--- config.mk ---
export PLATFORM = sky130hd
export DESIGN_NAME = mbm_error_comp_pipe_flat
export DESIGN_NICKNAME = d
export VERILOG_FILES = /design/src/rtl/mbm_error_comp_pipe_if.sv /design/src/rtl/mbm_error_comp_pipe.sv /design/src/flat_wrapper.sv
export SDC_FILE = /design/constraint.sdc
export NUM_CORES = 1
export LEC_CHECK = 0
export CAP_MARGIN = 15
export CELL_PAD_IN_SITES_DETAIL_PLACEMENT = 1
export CELL_PAD_IN_SITES_GLOBAL_PLACEMENT = 2
export CORE_MARGIN = 2
export CORE_UTILIZATION = 29
export CTS_CLUSTER_DIAMETER = 200
export CTS_CLUSTER_SIZE = 25
export DETAILED_ROUTE_END_ITERATION = 6
export PLACE_DENSITY = 0.82
export SYNTH_ARGS = -nofsm -noshare
export SYNTH_HDL_FRONTEND = slang
export SYNTH_SLANG_ARGS = --single-unit
export TNS_END_PERCENT = 10
--- constraint.sdc ---
create_clock -name clk -period 1.8 [get_ports clk]
set_input_delay 0.36 -clock clk [delete_from_list [all_inputs] [get_ports clk]]
set_output_delay 0.36 -clock clk [all_outputs]
set_load 0.01 [all_outputs]
--- src/rtl/mbm_error_comp_pipe_if.sv ---
// Handshake and payload bundle for the MBM error-compensation stage.
// The slave modport is the DUT view; the master modport drives it.
interface mbm_error_comp_pipe_if #(
    parameter int unsigned N     = 8,
    parameter int unsigned CNT_W = 16
);
    logic             in_valid;
    logic             in_ready;
    logic [N-2:0]     fractional;
    logic             carry;
    logic             mode;
    logic             coef_we;
    logic [N-2:0]     coef_wdata;
    logic             out_valid;
    logic             out_ready;
    logic             c0;
    logic [N:0]       mantissa;
    logic [CNT_W-1:0] sat_count;
    logic [N-2:0]     coef;

    modport slave (
        input  in_valid, fractional, carry, mode, coef_we, coef_wdata, out_ready,
        output in_ready, out_valid, c0, mantissa, sat_count, coef
    );

    modport master (
        output in_valid, fractional, carry, mode, coef_we, coef_wdata, out_ready,
        input  in_ready, out_valid, c0, mantissa, sat_count, coef
    );
endinterface

--- src/rtl/mbm_error_comp_pipe.sv ---
// Two-stage error-compensation stage between the log-adder and antilog shifter:
// adds a programmable (carry-halved) coefficient in MBM mode and forms the mantissa.
module mbm_error_comp_pipe #(
    parameter int unsigned N        = 8,
    parameter int unsigned ERR_COEF = 10,
    parameter int unsigned SAT_TH   = 118,
    parameter int unsigned CNT_W    = 16
) (
    input logic                 clk,
    input logic                 rst_n,
    mbm_error_comp_pipe_if.slave bus
);
    localparam int unsigned FW = N - 1;
    localparam int unsigned MW = N + 1;

    typedef struct packed {
        logic [N-1:0]  sum;
        logic [FW-1:0] frac;
        logic          carry;
        logic          mode;
    } s1_t;

    logic [FW-1:0]    r_coef;
    logic             r_s1_valid;
    s1_t              r_s1;
    logic             r_s2_valid;
    logic             r_c0;
    logic [MW-1:0]    r_mantissa;
    logic [CNT_W-1:0] r_sat_count;

    logic [FW-1:0]    w_corr;
    logic [N-1:0]     w_sum;
    logic             w_s2_adv;
    logic             w_in_ready;
    logic             w_s1_take;
    logic             w_s2_load;
    logic             w_corner;
    logic             w_use_sum;
    logic             w_c0;
    logic [FW-1:0]    w_f;
    logic [MW-1:0]    w_mant;

    // Coefficient is halved when the log-adder produced a carry.
    assign w_corr     = r_coef >> bus.carry;
    assign w_sum      = N'(bus.fractional) + N'(w_corr);

    assign w_s2_adv   = !r_s2_valid || bus.out_ready;
    assign w_in_ready = !r_s1_valid || w_s2_adv;
    assign w_s1_take  = bus.in_valid && w_in_ready;
    assign w_s2_load  = w_s2_adv && r_s1_valid;

    // Near the top of the range the corrected sum would overshoot; pass fractional through.
    assign w_corner   = r_s1.mode && r_s1.carry && (r_s1.frac > FW'(SAT_TH));
    assign w_use_sum  = r_s1.mode && !w_corner;
    assign w_c0       = w_use_sum && r_s1.sum[N-1];
    assign w_f        = w_use_sum ? r_s1.sum[FW-1:0] : r_s1.frac;
    assign w_mant     = w_c0 ? {2'b10, w_f} : {2'b01, w_f};

    always_ff @(posedge clk or negedge rst_n) begin
        if (!rst_n) begin
            r_coef <= FW'(ERR_COEF);
        end else if (bus.coef_we) begin
            r_coef <= bus.coef_wdata;
        end
    end

    always_ff @(posedge clk or negedge rst_n) begin
        if (!rst_n) begin
            r_s1_valid <= 1'b0;
            r_s1       <= '0;
        end else begin
            if (w_in_ready) begin
                r_s1_valid <= bus.in_valid;
            end
            if (w_s1_take) begin
                r_s1.sum   <= w_sum;
                r_s1.frac  <= bus.fractional;
                r_s1.carry <= bus.carry;
                r_s1.mode  <= bus.mode;
            end
        end
    end

    // Output register only changes on advance, so data holds under backpressure.
    always_ff @(posedge clk or negedge rst_n) begin
        if (!rst_n) begin
            r_s2_valid <= 1'b0;
            r_c0       <= 1'b0;
            r_mantissa <= '0;
        end else if (w_s2_adv) begin
            r_s2_valid <= r_s1_valid;
            if (r_s1_valid) begin
                r_c0       <= w_c0;
                r_mantissa <= w_mant;
            end
        end
    end

    always_ff @(posedge clk or negedge rst_n) begin
        if (!rst_n) begin
            r_sat_count <= '0;
        end else if (w_s2_load && w_corner && !(&r_sat_count)) begin
            r_sat_count <= r_sat_count + CNT_W'(1);
        end
    end

    assign bus.in_ready  = w_in_ready;
    assign bus.out_valid = r_s2_valid;
    assign bus.c0        = r_c0;
    assign bus.mantissa  = r_mantissa;
    assign bus.sat_count = r_sat_count;
    assign bus.coef      = r_coef;
endmodule

--- src/flat_wrapper.sv ---
// flat-port wrapper written by rule: the top's interface ports become plain ports
module mbm_error_comp_pipe_flat 
#(
    parameter int unsigned N        = 8,
    parameter int unsigned ERR_COEF = 10,
    parameter int unsigned SAT_TH   = 118,
    parameter int unsigned CNT_W    = 16
)
  (clk, rst_n, bus_in_valid, bus_fractional, bus_carry, bus_mode, bus_coef_we, bus_coef_wdata, bus_out_ready, bus_in_ready, bus_out_valid, bus_c0, bus_mantissa, bus_sat_count, bus_coef);
  mbm_error_comp_pipe_if #(.N(N), .CNT_W(CNT_W)) bus_i ();
  input logic clk;
  input logic rst_n;
  input wire logic [$bits(bus_i.in_valid)-1:0] bus_in_valid;
  input wire logic [$bits(bus_i.fractional)-1:0] bus_fractional;
  input wire logic [$bits(bus_i.carry)-1:0] bus_carry;
  input wire logic [$bits(bus_i.mode)-1:0] bus_mode;
  input wire logic [$bits(bus_i.coef_we)-1:0] bus_coef_we;
  input wire logic [$bits(bus_i.coef_wdata)-1:0] bus_coef_wdata;
  input wire logic [$bits(bus_i.out_ready)-1:0] bus_out_ready;
  output wire logic [$bits(bus_i.in_ready)-1:0] bus_in_ready;
  output wire logic [$bits(bus_i.out_valid)-1:0] bus_out_valid;
  output wire logic [$bits(bus_i.c0)-1:0] bus_c0;
  output wire logic [$bits(bus_i.mantissa)-1:0] bus_mantissa;
  output wire logic [$bits(bus_i.sat_count)-1:0] bus_sat_count;
  output wire logic [$bits(bus_i.coef)-1:0] bus_coef;
  assign bus_i.in_valid = bus_in_valid;
  assign bus_i.fractional = bus_fractional;
  assign bus_i.carry = bus_carry;
  assign bus_i.mode = bus_mode;
  assign bus_i.coef_we = bus_coef_we;
  assign bus_i.coef_wdata = bus_coef_wdata;
  assign bus_i.out_ready = bus_out_ready;
  assign bus_in_ready = bus_i.in_ready;
  assign bus_out_valid = bus_i.out_valid;
  assign bus_c0 = bus_i.c0;
  assign bus_mantissa = bus_i.mantissa;
  assign bus_sat_count = bus_i.sat_count;
  assign bus_coef = bus_i.coef;
  mbm_error_comp_pipe #(.N(N), .ERR_COEF(ERR_COEF), .SAT_TH(SAT_TH), .CNT_W(CNT_W)) u_core (.clk(clk), .rst_n(rst_n), .bus(bus_i));
endmodule
; ---- Word level (Yosys, flattened, before mapping)
; Index checks and enable logic that the tools add are counted.
[totals]
ff_bits = 52
latchBits = 0
ram_bits = 0
romBits = 0
input_bits = 21
word_cells = 32
n_memories = 0
[classes]
add_sub_neg = 2
mul = 0
div_mod_pow = 0
magnitude_cmp = 1
n_eq_ne = 0
shifts = 1
n_mux = 2
n_bitwise = 0
reduce_logical = 16
[ops]
columns = op, count
row1 = $add 16x1->16 const B, 1
row2 = $reduce_and 16->1, 1
row3 = $mux 9, 1
row4 = $add 7x7->8, 1
row5 = $logic_and 1x1->1, 8
row6 = $gt 7x7->1 const B, 1
row7 = $mux 7, 1
row8 = $shr 7x1->7, 1
row9 = $logic_not 1->1, 4
row10 = $logic_or 1x1->1, 2
row11 = $reduce_and 2->1, 1

; ---- Longest topological paths before layout
[depth]
depth_word = 6
ltp_mapped = 10
depth_no_buf = 9

; ---- Worst setup path before layout
; Ideal clock, no wire load.
[synth_timing]
path_type = input to register
from = input bus_carry
to = register u_core.r_s1[15] (netlist bit)
setup_time_ps = 95
arrival_time_ps = 2237
t_required_ps = 1705
path_slack_ps = -533
path_stages = 10
path_buffers = 1
path_cell_list = clkbuf_1 -> mux2_2 -> ha_1 -> inv_1 -> fa_1 -> nor2b_1 -> o31a_1 -> o21a_1 -> o21a_1 -> o31ai_1
[synth_between]
elab_chain_cells = 2
[synth_lines]
columns = item, line
row1 = start: declaration, flat_wrapper.sv:15  ; input wire logic [$bits(bus_i.carry)-1:0] bus_carry;
row2 = $shr 7x1->7, mbm_error_comp_pipe.sv:44  ; assign w_corr = r_coef >> bus.carry;
row3 = $add 7x7->8, mbm_error_comp_pipe.sv:45  ; assign w_sum = N'(bus.fractional) + N'(w_corr);
row4 = end: declaration, mbm_error_comp_pipe.sv:25  ; s1_t r_s1;
; Every way passes these cells.
; A chain may end at the register's enable or synchronous reset.

; ---- Worst setup path in the final report
[layout_timing]
from = register u_core.r_coef[0], in the netlist u_core.bus.coef[0]
to = register u_core.r_s1[15] (netlist bit)
[layout_between]
elab_chain_cells = 2
[layout_lines]
columns = item, line
row1 = start: declaration, mbm_error_comp_pipe.sv:23  ; logic [FW-1:0] r_coef;
row2 = start signal: assignment, mbm_error_comp_pipe.sv:61  ; r_coef <= FW'(ERR_COEF);
row3 = start signal: assignment, mbm_error_comp_pipe.sv:63  ; r_coef <= bus.coef_wdata;
row4 = $shr 7x1->7, mbm_error_comp_pipe.sv:44
row5 = $add 7x7->8, mbm_error_comp_pipe.sv:45
; Every way passes these cells.

==> flow_results.org <==
** Run status
- Outcome :: finished, violations left
- The final reports fail on setup timing.

** Yosys
- Multiplexer area fraction after synthesis :: 14.2%
- Share of synthesized cell area in and, or, nand and nor gates :: between 10% and 20%
- Post-synthesis instance area :: 0.00250 mm²
- Yosys mapped a number of flops with a built-in enable equal to 0.
- For this run, the number of Yosys warnings is 0.
- Summed over all instances, the cell type with the most area after synthesis is sky130_fd_sc_hd__dfrtp_1.
- Area fraction of the dominant cell type after synthesis :: 49.0%
- For this run, the leading register cell type out of synthesis is sky130_fd_sc_hd__dfrtp_1.
- After synthesis, the mean cell area works out to around 11 µm².
- Post-synth ARST share :: 100%
- Counting distinct cell types in the post-synthesis netlist gives 43.
- sky130_fd_sc_hd__dfrtp_1 is the most common cell in the netlist.
- Summing the areas of all xor and xnor instances in the mapped netlist gives 4.20% of the synthesized area.
- In this run, synthesis produced a sequential element count of 51.
- Most frequent cells after synthesis :: sky130_fd_sc_hd__dfrtp_1, sky130_fd_sc_hd__mux2_2, sky130_fd_sc_hd__nand2_1
- By area the synthesized netlist is led by sky130_fd_sc_hd__dfrtp_1, sky130_fd_sc_hd__mux2_2, sky130_fd_sc_hd__ha_1, sky130_fd_sc_hd__xnor2_1, sky130_fd_sc_hd__o21ai_0.
- Summing the areas of all compound-gate instances in the mapped netlist gives between 8 and 9% of the synthesized area.
- Main combinational cell family by area after synthesis :: simple AND/OR/NAND/NOR gates
- Sequential-to-total area share from yosys stat :: 51.1%
- Gate count of the mapped netlist :: 218
- Post-synth net total :: 248
- The synthesized netlist devotes 4.80% of its cell area to adder and majority cells.

** Setup path
- The endpoint identified for the worst register-to-register timing path is u_core.r_s1[15].
- Required time reported for the critical path endpoint :: 2.01 ns
- The worst setup path is launched from a register.
- In this run the worst path has a maximum fanout of 2.
- Measured in cells, the most critical reg-to-reg path has a length of 9.
- Nature of the critical path endpoint :: register
- The setup path with the least slack is of type reg2reg.
- The setup check on the worst reg-to-reg path leaves a slack of -0.30 ns.
- Worst reg2reg startpoint :: u_core.bus.coef[0]
- Signal arrival time at the worst endpoint :: 2.31 ns

** Die
- Die area :: 0.00939 mm²
- From bottom edge to top edge, the die measures around 97 µm.
- The floorplan step set the die width to 96.9 µm.
- Core area :: 0.00830 mm²
- The initial utilization of the core area, before any placement, comes to 30.2%.
- Total number of placement rows :: 33
- Number of placed I/O pins :: 56

** Routing
- Via Count :: 1950
- The count of nets left with antenna violations once routing finished came out at 0.
- After detailed routing, the number of remaining DRC violations is 0.
- For this block, the initial DRC count from the detailed router was 40.
- Average routed wire per standard cell :: 14.4 µm
- Before antenna repair, the detailed router went through 4 iterations.
- Number of vias per cell after detailed routing :: ~4.7
- DRT Wirelength :: 5940 µm

** Clock tree
- Cts hold-fix bufs :: 0
- The H-tree was split into 2 levels.
- After clock tree synthesis, the clock-pin slew on the worst setup and hold paths is 0.09 ns.
- The tree is rooted in a sky130_fd_sc_hd__clkbuf_8.
- TritonCTS built the clock tree.
- For the worst-skew pair, the clock arrives at the later sink with an insertion delay of 0.30 ns.
- Deepest clock path buffer count :: 2
- For this design, the sink count on the clock tree is 51.
- Counting the buffers created by CTS gives 5.

** Finish
- For this run, the post-layout net count is 336.
- Layout fillers :: 928
- The number of antenna diodes in the final layout is 0.
- Area growth from synthesis to layout :: 41.9%
- Post-layout util :: approximately 43%
- Share of post-route cells with drive strength above 1 :: roughly 28%

** Run
- Max-cap violations in this run came to 0.

** Power and ir drop
- Sw Ratio :: between 20% and 30%
- The clock network is responsible for 22.1% of the overall power.
- The worst-case IR drop observed on VDD is roughly 320 µV.
- Total power density per cell area :: 820 mW/mm²
- Summed over all cells, the static leakage comes to 0.00155 µW.
- Internal power comes to roughly 2100 µW.
- In this run the power spent charging and discharging nets is around 850 µW.
- Combinational group share of total power :: 29.2%
- The share of total power dissipated in sequential elements is 48.7%.
- Post-layout total power :: roughly 2900 µW

** Global routing
- First-pass GRT wire length :: 10100 µm
- For this run the aggregate overflow at the end of global routing stands at 0.
- Vias in the first global route :: approximately 2.1k
- For this run, the total global-route usage over all layers was measured as 12.9%.
- The initial antenna violation count was 0.
- Entering global routing, the biggest net connects 33 pins.

** Placement
- Global placer's final weighted congestion :: 0.831
- Detailed placement ended at an HPWL of 4600 µm.
- Pre-CTS setup slack :: -0.925 ns
- Port buffering added 55 buffers.

** Timing
- Worst Hold Slack :: slightly above 0.02 ns
- In the post-route analysis, the smallest setup slack over all paths is -0.305 ns.
- After layout, the minimum clock period comes to 2.10 ns.
- Worst-Margin Slew :: 0.426 ns
- In the finished design, the share of the clock period the worst path needs comes to 117%.
- Setup violations remaining at the end of the flow were counted as 3.
- For this run, the top clock speed supported by timing is 475 MHz.
- The total count of max-transition violations in the final report is 0.
- In this run the tightest slew margin relative to its limit is 71.6%.
- Final Hold Fails :: 0
- Unrepaired setup endpoints after global routing :: true
- Post-route clock skew :: 0.00356 ns

** Worst hold path
- Worst min-delay path category :: in2async
[layer usage]
layer	share of wire (%)	track usage, %	wire length [µm]
met4	0.50	1.95	30
met2	51	23.1	3030
met5	0	0	0
met3	5.0	4.05	300
met1	43	15.4	2590
[power groups by stage]
stage | sequential, µW | combinational, µW | clock (µW)
after detailed placement | 1450 | 831 | 0
after global placement | 1440 | 809 | 0
after CTS | 1420 | 844 | 686
after floorplan | 1460 | 358 | 0
after global routing | 1440 | 936 | 731
final | 1420 | 852 | 643
[sequential cells by signal, indices dropped and copies added, names as in the netlist]
register / cells
u_core.r_s1_valid: 1
u_core.r_s1: 17
u_core.bus.sat_count: 16
u_core.bus.coef: 7
u_core.bus.mantissa: 9
u_core.bus.out_valid: 1
[per-stage QoR]
step,instance area (µm²),TNS [ns],std cells
floorplan,2540,-0.671,218
global route,3550,-0.871,412
finish,3550,-0.503,412
detailed placement,3430,-6.79,403
global placement,3430,-5.17,403
CTS,3530,-0.510,411
[worst max-delay path by stage]
stage	startpoint	endpoint	slack, ns	depth (start not counted)
global route	u_core.bus.coef[0]	u_core.r_s1[15]	-0.37	9
floorplan	bus_carry	u_core.r_s1[15]	-0.29	10
CTS	u_core.bus.coef[1]	u_core.r_s1[15]	-0.29	9
finish	u_core.bus.coef[0]	u_core.r_s1[15]	-0.30	9
detailed placement	bus_carry	u_core.r_s1[15]	-0.93	10
global placement	bus_carry	u_core.r_s1[15]	-0.86	10
[cell usage in the layout, fill, tap and decap left out, types with 3 or more instances in the layout]
cell type / Yosys / routed
sky130_fd_sc_hd__buf_4: 2 / 33
sky130_fd_sc_hd__nand4_1: 8 / 8
sky130_fd_sc_hd__o21ai_1: 0 / 3
sky130_fd_sc_hd__ha_1: 8 / 6
sky130_fd_sc_hd__clkdlybuf4s50_1: 0 / 50
sky130_fd_sc_hd__o21ai_0: 16 / 13
sky130_fd_sc_hd__xnor2_1: 10 / 10
sky130_fd_sc_hd__clkbuf_8: 0 / 5
sky130_fd_sc_hd__nand2b_1: 6 / 6
sky130_fd_sc_hd__a21oi_1: 3 / 3
sky130_fd_sc_hd__mux2i_1: 7 / 7
sky130_fd_sc_hd__nand2_1: 19 / 19
sky130_fd_sc_hd__and2_1: 6 / 6
sky130_fd_sc_hd__and3_1: 4 / 4
sky130_fd_sc_hd__dlygate4sd2_1: 0 / 3
sky130_fd_sc_hd__o21a_1: 3 / 3
sky130_fd_sc_hd__nor2_1: 3 / 3
sky130_fd_sc_hd__clkinv_2: 0 / 3
sky130_fd_sc_hd__dfrtp_1: 49 / 49
sky130_fd_sc_hd__inv_1: 4 / 3
sky130_fd_sc_hd__nand3_1: 8 / 8
sky130_fd_sc_hd__mux2_2: 23 / 22
[cell type report]
type / count / area (µm²) / area share, %
Clock buffer: 5 / 68.8 / 1.94
Timing Repair Buffer: 89 / 810 / 22.8
Inverter: 4 / 15.0 / 0.423
Tap cell: 105 / 131 / 3.70
Multi-Input combinational cell: 155 / 1230 / 34.8
Sequential cell: 51 / 1280 / 36.0
Clock inverter: 3 / 15.0 / 0.423
[cells by family (layout without fill, tap and decap cells)]
logic type / after synthesis / in the layout
DFF: 51 / 51
buffers and inverters: 12 / 101
muxes: 32 / 32
adders and majority gates: 9 / 9
AOI/OAI and AO/OA: 36 / 36
xor gates and xnor gates: 12 / 12
and+or+nand+nor: 66 / 66
[worst max-delay path, cell delays in order, from the launching register on]
cell	delay [ns]
sky130_fd_sc_hd__dfrtp_1	0.39
sky130_fd_sc_hd__mux2_4	0.28
sky130_fd_sc_hd__ha_4	0.16
sky130_fd_sc_hd__inv_2	0.05
sky130_fd_sc_hd__fa_2	0.24
sky130_fd_sc_hd__nor2b_4	0.06
sky130_fd_sc_hd__o31a_1	0.28
sky130_fd_sc_hd__o21a_1	0.19
sky130_fd_sc_hd__o21a_1	0.16
sky130_fd_sc_hd__o31ai_1	0.19
[what timing repair did]
action | 4_1_cts | 5_1_grt
setup buffers | 0 | 1
endpoints found under the setup margin | 10 | 5
gates cloned | 0 | 0
resized for setup | 9 | 7
pin swaps | 0 | 5
Note: power is estimated with default switching activity, not from simulation.
